**src/rtl/txn_pkg.sv**
```systemverilog
// ---------------------------------------------------------------------------
// txn_pkg
// Shared definitions for the transaction sequencer:
//   state_e        - sequencer FSM state encodings
//   reject_cause_e - reason a transaction was refused in CHECK
//   cnt_width()    - width of a counter that must hold 0..n
// ---------------------------------------------------------------------------
package txn_pkg;

    typedef enum logic [3:0] {
        INIT1       = 4'd0,
        INIT2       = 4'd1,
        IDLE        = 4'd2,
        GET_SRC     = 4'd3,
        GET_DST     = 4'd4,
        GET_AMT     = 4'd5,
        GET_KEY     = 4'd6,
        ARMED       = 4'd7,
        CHECK       = 4'd8,
        TRANSACTION = 4'd9,
        CLEANUP     = 4'd10
    } state_e;

    typedef enum logic [2:0] {
        RC_NONE     = 3'd0,
        RC_SAME_IDX = 3'd1,
        RC_ZERO_AMT = 3'd2,
        RC_BAD_IDX  = 3'd3,
        RC_OVERDRAW = 3'd4
    } reject_cause_e;

    // Smallest width able to count 0..n; never narrower than one bit.
    function automatic int cnt_width(input int n);
        return (n < 1) ? 1 : $clog2(n + 1);
    endfunction

endpackage

```
**src/rtl/edge_detect.sv**
```systemverilog
// ---------------------------------------------------------------------------
// edge_detect
// Rising-edge detector for a synchronous button level. o_rise is high in the
// cycle where i_sig is 1 and was 0 in the previous cycle, so holding the
// input high yields a single event.
//   clk    in  clock
//   rst_n  in  async active-low reset (clears the history register)
//   i_sig  in  level to watch
//   o_rise out one-cycle rising-edge indication
// ---------------------------------------------------------------------------
module edge_detect (
    input  logic clk,
    input  logic rst_n,
    input  logic i_sig,
    output logic o_rise
);

    logic r_prev;

    // NOTE: state registers use non-blocking assignments so every flop
    // samples the pre-edge values regardless of block ordering.
    always_ff @(posedge clk or negedge rst_n) begin
        if (!rst_n) begin
            r_prev <= 1'b0;
        end else begin
            r_prev <= i_sig;
        end
    end

    assign o_rise = i_sig & ~r_prev;

endmodule

```
**src/rtl/txn_sequencer.sv**
```systemverilog
// ---------------------------------------------------------------------------
// txn_sequencer
// Control FSM for a player-to-player balance transfer: seed warm-up, memory
// init, four load-button captures (source, destination, amount, key), a
// start button, a one-cycle legality check, the transfer itself guarded by
// a watchdog, and a one-cycle datapath clear.
//
// Ports (PW = clog2(NUM_PLAYERS)):
//   clock, resetn                    clock / async active-low reset
//   load_signal, start_signal        user buttons (active high)
//   data_in[AMT_W]                   switch value captured on load
//   finished_init                    memory init done
//   finished_transaction             transfer done
//   src_balance[AMT_W]               balance of src_sel player
//   random_init, init_memory,        phase enables
//   load_memory
//   load_src, load_dst,              one-cycle capture strobes
//   load_amount, load_key
//   start_transaction                high throughout TRANSACTION
//   reset_others                     low for the single CLEANUP cycle
//   src_sel, dst_sel [PW]            captured player indices
//   amount [AMT_W]                   captured amount
//   reject, timeout                  one-cycle status pulses
//   busy                             high in every state except IDLE
//
// Every output is a flop. Level outputs are registered from the next state,
// so they line up exactly with the state register. Strobes and status
// pulses are registered from the deciding transition, so reject and timeout
// appear in the first CLEANUP cycle and load_* in the first cycle of the
// following capture state.
// ---------------------------------------------------------------------------
module txn_sequencer
    import txn_pkg::*;
#(
    parameter int NUM_PLAYERS    = 2,
    parameter int AMT_W          = 8,
    parameter int INIT_CYCLES    = 512,
    parameter int TIMEOUT_CYCLES = 4095
) (
    input  logic                           clock,
    input  logic                           resetn,
    input  logic                           load_signal,
    input  logic                           start_signal,
    input  logic [AMT_W-1:0]               data_in,
    input  logic                           finished_init,
    input  logic                           finished_transaction,
    input  logic [AMT_W-1:0]               src_balance,
    output logic                           random_init,
    output logic                           init_memory,
    output logic                           load_memory,
    output logic                           load_src,
    output logic                           load_dst,
    output logic                           load_amount,
    output logic                           load_key,
    output logic                           start_transaction,
    output logic                           reset_others,
    output logic [$clog2(NUM_PLAYERS)-1:0] src_sel,
    output logic [$clog2(NUM_PLAYERS)-1:0] dst_sel,
    output logic [AMT_W-1:0]               amount,
    output logic                           reject,
    output logic                           timeout,
    output logic                           busy
);

    localparam int          PW      = $clog2(NUM_PLAYERS);
    localparam int          INIT_W  = cnt_width(INIT_CYCLES);
    localparam int          TO_W    = cnt_width(TIMEOUT_CYCLES);
    localparam logic [31:0] INIT_LIM = INIT_CYCLES;
    localparam logic [31:0] TO_LIM   = TIMEOUT_CYCLES;
    localparam logic [31:0] NP_LIM   = NUM_PLAYERS;

    // ---------------------------------------------------------------- state
    state_e              r_state;
    state_e              w_next_state;

    logic [INIT_W-1:0]   r_init_cnt;
    logic [TO_W-1:0]     r_to_cnt;

    logic [PW-1:0]       r_src_sel;
    logic [PW-1:0]       r_dst_sel;
    logic [AMT_W-1:0]    r_amount;

    logic                r_random_init;
    logic                r_init_memory;
    logic                r_load_memory;
    logic                r_start_transaction;
    logic                r_reset_others;
    logic                r_busy;
    logic                r_load_src;
    logic                r_load_dst;
    logic                r_load_amount;
    logic                r_load_key;
    logic                r_reject;
    logic                r_timeout;

    // -------------------------------------------------------- decode wires
    logic                w_load_evt;
    logic                w_init_last;
    logic                w_to_last;
    reject_cause_e       w_reject_cause;
    logic                w_reject;

    logic                w_cap_src;
    logic                w_cap_dst;
    logic                w_cap_amt;
    logic                w_cap_key;
    logic                w_reject_p;
    logic                w_timeout_p;
    logic                w_init_clr;
    logic                w_init_inc;
    logic                w_to_clr;
    logic                w_to_inc;

    edge_detect u_load_edge (
        .clk    (clock),
        .rst_n  (resetn),
        .i_sig  (load_signal),
        .o_rise (w_load_evt)
    );

    // Counters are compared in 32 bits so a limit of 0 or a full-width
    // limit cannot wrap the comparison.
    assign w_init_last = ((32'(r_init_cnt) + 32'd1) >= INIT_LIM);
    assign w_to_last   = (TO_LIM != 32'd0) && ((32'(r_to_cnt) + 32'd1) >= TO_LIM);

    // Legality of the captured transfer; indices outside the player range
    // were stored unchanged and are refused here.
    always_comb begin
        w_reject_cause = RC_NONE;
        if ((32'(r_src_sel) >= NP_LIM) || (32'(r_dst_sel) >= NP_LIM)) begin
            w_reject_cause = RC_BAD_IDX;
        end else if (r_src_sel == r_dst_sel) begin
            w_reject_cause = RC_SAME_IDX;
        end else if (r_amount == '0) begin
            w_reject_cause = RC_ZERO_AMT;
        end else if (r_amount > src_balance) begin
            w_reject_cause = RC_OVERDRAW;
        end
    end

    assign w_reject = (w_reject_cause != RC_NONE);

    // ------------------------------------------------------- state register
    always_ff @(posedge clock or negedge resetn) begin
        if (!resetn) begin
            r_state <= INIT1;
        end else begin
            r_state <= w_next_state;
        end
    end

    // ---------------------------------------------- next state and controls
    // NOTE: every signal driven here gets a default first; a path that left
    // one unassigned would infer a latch.
    always_comb begin
        w_next_state = r_state;
        w_cap_src    = 1'b0;
        w_cap_dst    = 1'b0;
        w_cap_amt    = 1'b0;
        w_cap_key    = 1'b0;
        w_reject_p   = 1'b0;
        w_timeout_p  = 1'b0;
        w_init_clr   = 1'b0;
        w_init_inc   = 1'b0;
        w_to_clr     = 1'b0;
        w_to_inc     = 1'b0;

        unique case (r_state)
            INIT1: begin
                if (w_init_last) begin
                    w_next_state = INIT2;
                end else begin
                    w_init_inc = 1'b1;
                end
            end
            INIT2: begin
                if (finished_init) begin
                    w_next_state = IDLE;
                end
            end
            // GET_SRC behaves as IDLE: waiting for the source capture.
            IDLE, GET_SRC: begin
                if (w_load_evt) begin
                    w_cap_src    = 1'b1;
                    w_next_state = GET_DST;
                end
            end
            GET_DST: begin
                if (w_load_evt) begin
                    w_cap_dst    = 1'b1;
                    w_next_state = GET_AMT;
                end
            end
            GET_AMT: begin
                if (w_load_evt) begin
                    w_cap_amt    = 1'b1;
                    w_next_state = GET_KEY;
                end
            end
            GET_KEY: begin
                if (w_load_evt) begin
                    w_cap_key    = 1'b1;
                    w_next_state = ARMED;
                end
            end
            ARMED: begin
                if (start_signal) begin
                    w_next_state = CHECK;
                end
            end
            CHECK: begin
                if (w_reject) begin
                    w_reject_p   = 1'b1;
                    w_next_state = CLEANUP;
                end else begin
                    w_to_clr     = 1'b1;
                    w_next_state = TRANSACTION;
                end
            end
            TRANSACTION: begin
                // A completion in the watchdog's last cycle takes priority.
                if (finished_transaction) begin
                    w_next_state = CLEANUP;
                end else if (w_to_last) begin
                    w_timeout_p  = 1'b1;
                    w_next_state = CLEANUP;
                end else begin
                    w_to_inc = 1'b1;
                end
            end
            CLEANUP: begin
                w_next_state = IDLE;
            end
            default: begin
                w_init_clr   = 1'b1;
                w_next_state = INIT1;
            end
        endcase
    end

    // ------------------------------------------------------------ counters
    always_ff @(posedge clock or negedge resetn) begin
        if (!resetn) begin
            r_init_cnt <= '0;
            r_to_cnt   <= '0;
        end else begin
            if (w_init_clr) begin
                r_init_cnt <= '0;
            end else if (w_init_inc) begin
                r_init_cnt <= r_init_cnt + INIT_W'(1);
            end

            if (w_to_clr) begin
                r_to_cnt <= '0;
            end else if (w_to_inc) begin
                r_to_cnt <= r_to_cnt + TO_W'(1);
            end
        end
    end

    // ------------------------------------------------------ captured fields
    always_ff @(posedge clock or negedge resetn) begin
        if (!resetn) begin
            r_src_sel <= '0;
            r_dst_sel <= '0;
            r_amount  <= '0;
        end else if (r_state == CLEANUP) begin
            r_src_sel <= '0;
            r_dst_sel <= '0;
            r_amount  <= '0;
        end else begin
            if (w_cap_src) begin
                r_src_sel <= data_in[PW-1:0];
            end
            if (w_cap_dst) begin
                r_dst_sel <= data_in[PW-1:0];
            end
            if (w_cap_amt) begin
                r_amount <= data_in;
            end
        end
    end

    // ---------------------------------------------------- registered outputs
    always_ff @(posedge clock or negedge resetn) begin
        if (!resetn) begin
            r_random_init       <= 1'b1;
            r_init_memory       <= 1'b0;
            r_load_memory       <= 1'b0;
            r_start_transaction <= 1'b0;
            r_reset_others      <= 1'b1;
            r_busy              <= 1'b0;
            r_load_src          <= 1'b0;
            r_load_dst          <= 1'b0;
            r_load_amount       <= 1'b0;
            r_load_key          <= 1'b0;
            r_reject            <= 1'b0;
            r_timeout           <= 1'b0;
        end else begin
            r_random_init       <= (w_next_state == INIT1);
            r_init_memory       <= (w_next_state == INIT2);
            r_load_memory       <= (w_next_state == IDLE);
            r_start_transaction <= (w_next_state == TRANSACTION);
            r_reset_others      <= (w_next_state != CLEANUP);
            r_busy              <= (w_next_state != IDLE);
            r_load_src          <= w_cap_src;
            r_load_dst          <= w_cap_dst;
            r_load_amount       <= w_cap_amt;
            r_load_key          <= w_cap_key;
            r_reject            <= w_reject_p;
            r_timeout           <= w_timeout_p;
        end
    end

    assign random_init       = r_random_init;
    assign init_memory       = r_init_memory;
    assign load_memory       = r_load_memory;
    assign start_transaction = r_start_transaction;
    assign reset_others      = r_reset_others;
    assign busy              = r_busy;
    assign load_src          = r_load_src;
    assign load_dst          = r_load_dst;
    assign load_amount       = r_load_amount;
    assign load_key          = r_load_key;
    assign reject            = r_reject;
    assign timeout           = r_timeout;
    assign src_sel           = r_src_sel;
    assign dst_sel           = r_dst_sel;
    assign amount            = r_amount;

endmodule

```
**config.mk**
```make
export PLATFORM = sky130hd
export DESIGN_NAME = txn_sequencer
export DESIGN_NICKNAME = d
export VERILOG_FILES = /design/src/rtl/txn_pkg.sv /design/src/rtl/edge_detect.sv /design/src/rtl/txn_sequencer.sv
export SDC_FILE = /design/constraint.sdc
export NUM_CORES = 1
export LEC_CHECK = 0
export CAP_MARGIN = 25
export CORE_MARGIN = 5
export CORE_UTILIZATION = 40
export CTS_CLUSTER_DIAMETER = 200
export DETAILED_ROUTE_END_ITERATION = 6
export GPL_TIMING_DRIVEN = 1
export HOLD_SLACK_MARGIN = 0.08
export PLACE_DENSITY = 0.62
export SKIP_CTS_REPAIR_TIMING = 1
export SLEW_MARGIN = 10
export SYNTH_ARGS = -nofsm -noshare
export SYNTH_HDL_FRONTEND = slang
export SYNTH_SLANG_ARGS = --single-unit
```
**constraint.sdc**
```tcl
create_clock -name clock -period 3.1 [get_ports clock]
set_clock_uncertainty 0.2 [all_clocks]
set_input_delay 0.775 -clock clock [delete_from_list [all_inputs] [get_ports clock]]
set_output_delay 0.775 -clock clock [all_outputs]
set_load 0.03 [all_outputs]
```
==> flow_results.xml <==
<?xml version="1.0" encoding="UTF-8"?>
<metrics>
  <group name="worst_setup_path">
    <metric name="reg2regPathDepth" unit="">9</metric>
    <metric name="critPathMaxStageDelay" unit="ps">450</metric>
    <metric name="setup.worst_path.start" unit="">src_balance[5]</metric>
    <metric name="required" unit="ps">3100</metric>
    <metric name="timing.critical_path.to_type" unit="">flop</metric>
    <metric name="critPathLaunchType" unit="">input port</metric>
    <metric name="timing.critical_path.arrival" unit="ps">2970</metric>
    <metric name="r2r_setup_slk" unit="ps">320</metric>
    <metric name="path_class" unit="">in2reg</metric>
    <metric name="r2r-start" unit="">r_to_cnt[0]</metric>
    <metric name="cp_max_fo" unit="">11</metric>
    <metric name="cp_cell_sequence" unit="">clkdlybuf4s50_1 &gt; inv_1 &gt; ha_1 &gt; a211oi_2 &gt; nor2_1 &gt; o31a_1 &gt; a211o_1 &gt; o21a_4 &gt; a221o_1</metric>
    <metric name="rr_endpoint" unit="">r_to_cnt[2]</metric>
    <metric name="crit_path_top_delay_cell" unit="">sky130_fd_sc_hd__clkdlybuf4s50_1</metric>
  </group>
  <group name="timing">
    <metric name="timing.final.setup_violations" unit="">0</metric>
    <metric name="relSlewSlack" unit="%">58.1</metric>
    <metric name="rsz_0062_raised_after_global_routing" unit="">false</metric>
    <metric name="finalWorstPathRequiredPeriod" unit="ps">2970</metric>
    <metric name="timing_worst_slew_pin_value" unit="ps">628</metric>
    <metric name="final.setup.tns" unit="ps">0</metric>
    <metric name="fin_crit_sh" unit="%">95.8</metric>
    <metric name="hold_viol" unit="">0</metric>
    <metric name="timing.final.max_slew_violations" unit="">0</metric>
    <metric name="max_freq" unit="MHz">337</metric>
  </group>
  <group name="floorplan">
    <metric name="fp.dieArea" unit="mm^2">0.00866</metric>
    <metric name="design.core.area" unit="mm^2">0.00676</metric>
    <metric name="row_count" unit="">30</metric>
    <metric name="boundaryPins" unit="">44</metric>
    <metric name="initial_standard_cell_utilization_of_the_core" unit="%">40.9</metric>
    <metric name="die_y" unit="um">93.1</metric>
    <metric name="die-width" unit="um">93.1</metric>
  </group>
  <group name="cts">
    <metric name="h-tree-depth" unit="">2</metric>
    <metric name="clk_pin_slew" unit="ps">100</metric>
    <metric name="cts.root.buffer_cell" unit="">sky130_fd_sc_hd__clkbuf_8</metric>
    <metric name="insertion_delay" unit="ps">310</metric>
    <metric name="cts-buffers-inserted" unit="">5</metric>
    <metric name="max-clock-path-buffers" unit="">2</metric>
    <metric name="clock_tree_from_tritoncts" unit="">done</metric>
    <metric name="cts_num_sinks" unit="">49</metric>
  </group>
  <group name="detailed_routing">
    <metric name="finalWirelength" unit="mm">6.37</metric>
    <metric name="initialDrtViolationCount" unit="">79</metric>
    <metric name="route.antenna.remaining_nets" unit="">0</metric>
    <metric name="drc" unit="">0</metric>
    <metric name="via_per_inst" unit="">5.47</metric>
    <metric name="via_count" unit="">2348</metric>
    <metric name="detail_route.first_pass.iterations" unit="">4</metric>
    <metric name="detail_route.wl_per_cell" unit="um">14.8</metric>
  </group>
  <group name="synthesis">
    <metric name="synth_area_leader_cell" unit="">sky130_fd_sc_hd__dfrtp_1</metric>
    <metric name="yosysWarningCount" unit="">0</metric>
    <metric name="yosysTopAreaCellShare" unit="%">42.6</metric>
    <metric name="synth-xor-area-share" unit="%">2.22</metric>
    <metric name="synth_area_leaders" unit="">sky130_fd_sc_hd__dfrtp_1 43%, sky130_fd_sc_hd__nand2_1 6.0%, sky130_fd_sc_hd__ha_1 5.0%</metric>
    <metric name="synth-edff-count" unit="">0</metric>
    <metric name="synth.yosys.seq_area_share" unit="%">44.5</metric>
    <metric name="dominant_register_cell_in_the_synthesized_netlist" unit="">sky130_fd_sc_hd__dfrtp_1</metric>
    <metric name="synth.area.mux_share" unit="%">3.31</metric>
    <metric name="synth-adder-area-share" unit="%">4.99</metric>
    <metric name="synth_nets" unit="">336</metric>
    <metric name="ys_seq_elements" unit="">49</metric>
    <metric name="synth-simple-area-share" unit="%">27.0</metric>
    <metric name="async_reset_ff_share" unit="%">100</metric>
    <metric name="synth-compound-area-share" unit="%">13.5</metric>
    <metric name="postSynthCellCount" unit="">303</metric>
    <metric name="yosysUniqueCellTypes" unit="">55</metric>
    <metric name="main_combinational_cell_family_by_area_after_synthesis" unit="">simple AND/OR/NAND/NOR gates</metric>
    <metric name="synth_most_common_cell" unit="">sky130_fd_sc_hd__dfrtp_1</metric>
    <metric name="post_synth_most_frequent_cells" unit="">47 x sky130_fd_sc_hd__dfrtp_1, 44 x sky130_fd_sc_hd__nand2_1, 26 x sky130_fd_sc_hd__nor2_1</metric>
    <metric name="synth_area" unit="mm^2">0.00276</metric>
    <metric name="syn_area_per_cell" unit="um^2">9.11</metric>
  </group>
  <group name="final_layout">
    <metric name="antenna_cells_inserted" unit="">0</metric>
    <metric name="final_net_count" unit="">381</metric>
    <metric name="areaGrowthSynthToFinish" unit="%">23.1</metric>
    <metric name="drive_above_1_share" unit="%">8.60</metric>
    <metric name="layoutNonFillerInstCount" unit="">429</metric>
  </group>
  <group name="pwr">
    <metric name="power_frac_clock" unit="%">16.2</metric>
    <metric name="comb_power_share" unit="%">43.5</metric>
    <metric name="irDropWorstVdd" unit="mV">0.345</metric>
    <metric name="power.sequential.fraction" unit="%">40.3</metric>
    <metric name="cellInternalPower" unit="mW">1.46</metric>
    <metric name="power.static_leakage" unit="nW">1.52</metric>
    <metric name="p_total" unit="mW">2.51</metric>
    <metric name="power.share.switching" unit="%">41.8</metric>
    <metric name="net_switching_power" unit="mW">1.05</metric>
    <metric name="p_per_area" unit="mW/mm^2">738</metric>
  </group>
  <group name="worst_hold_path">
    <metric name="whs_path_depth" unit="">1</metric>
    <metric name="hold_path_startpoint" unit="">r_init_cnt[5]</metric>
    <metric name="hold_path.class" unit="">reg2reg</metric>
    <metric name="hold_end" unit="">r_init_cnt[5]</metric>
  </group>
  <group name="placed_design">
    <metric name="dpl.hpwl" unit="mm">4.65</metric>
    <metric name="placed_insts" unit="">421</metric>
    <metric name="gpl.final_weighted_congestion" unit="">0.849</metric>
    <metric name="io_buffer_count" unit="">43</metric>
  </group>
  <group name="global_route">
    <metric name="grt_antenna_before_repair" unit="">0</metric>
    <metric name="grt.total_usage" unit="%">15.2</metric>
    <metric name="grt_max_degree" unit="">50</metric>
    <metric name="grt_first_pass_wirelength" unit="mm">10.7</metric>
    <metric name="grt-ovfl-total" unit="">0</metric>
    <metric name="via_count_of_the_first_global_routing_pass" unit="">2282</metric>
  </group>
  <group name="run_status">
    <metric name="run_status" unit="">complete, no violations</metric>
  </group>
  <group name="run">
    <metric name="cap_viol_max_count" unit="">0</metric>
  </group>
</metrics>
[worst max-delay path by stage]
stage                     depth (start not counted)           end  slack, ps
after floorplan                                   9  r_to_cnt[10]        260
after global placement                            9  r_to_cnt[10]       -300
after detailed placement                          9  r_to_cnt[10]       -350
after CTS                                         9  r_to_cnt[11]         -2
after global routing                              9  r_to_cnt[11]          6
final                                             9  r_to_cnt[11]        130
[metrics by stage]
stage / setup slack [ps] / util [%] / hold WS (ps) / instance area, um^2
after detailed placement: -349 / 48.7 / 301 / 3290
after global placement: -300 / 48.7 / 286 / 3290
after floorplan: 263 / - / 260 / 2760
after global routing: 6.20 / 50.3 / 359 / 3400
after CTS: -1.96 / 50.1 / 316 / 3380
final: 129 / 50.3 / 312 / 3400
[critical path, delay by kind of cell]
family	cells	cell delay (ps)
compound gates	5	1320
buf+inv	2	490
fa+ha+maj	1	310
simple gates	1	70
[per-layer routing]
layer	GRT usage, %	up-vias	part of all wire, %
li1	-	1169	-
met1	21.0	1139	48
met2	24.4	35	48
met3	2.90	5	3.1
met4	4.15	0	0.88
met5	0	-	0
[cells in the final DEF, fill, tap and decap left out, types with 6 or more instances in the layout]
cell type / Yosys / routed
sky130_fd_sc_hd__inv_1: 13 / 13
sky130_fd_sc_hd__ha_1: 11 / 11
sky130_fd_sc_hd__buf_4: 0 / 10
sky130_fd_sc_hd__nand3_1: 21 / 21
sky130_fd_sc_hd__nor2_1: 26 / 26
sky130_fd_sc_hd__nand2_1: 44 / 44
sky130_fd_sc_hd__clkdlybuf4s50_1: 0 / 42
sky130_fd_sc_hd__a21oi_1: 12 / 12
sky130_fd_sc_hd__a221o_1: 6 / 6
sky130_fd_sc_hd__dfrtp_1: 47 / 47
sky130_fd_sc_hd__o21ai_0: 10 / 10
sky130_fd_sc_hd__mux2i_1: 8 / 8
[sequential cells by signal, indices dropped and copies added (netlist names), 4 cells and up]
register    cells
r_init_cnt     10
amount          8
r_state         4
r_to_cnt       12
[kinds of logic after synthesis]
| family | count (synthesis) |
|---|---|
| simple gates | 144 |
| compound gates | 54 |
| flops | 49 |
| buf+inv | 29 |
| fa+ha+maj | 11 |
| mux | 9 |
| xor+xnor | 7 |
[power by group through the flow]
stage                     registers [mW]  clock network [mW]  logic [mW]
final                               1.01               0.405        1.09
after floorplan                     1.14                   0       0.569
after global placement              1.02                   0        1.07
after detailed placement            1.02                   0        1.09
after CTS                           1.01               0.424        1.10
after global routing                1.04               0.446        1.21
[cell type report]
cell class,count,area (um^2)
Tap cell,80,100
Inverter,14,52.6
Timing Repair Buffer,53,500
Sequential cell,49,1230
Multi-Input combinational cell,225,1420
Clock buffer,5,68.8
Clock inverter,3,26.3
Fill cell,644,3360
Power figures use the tool's default switching activity.
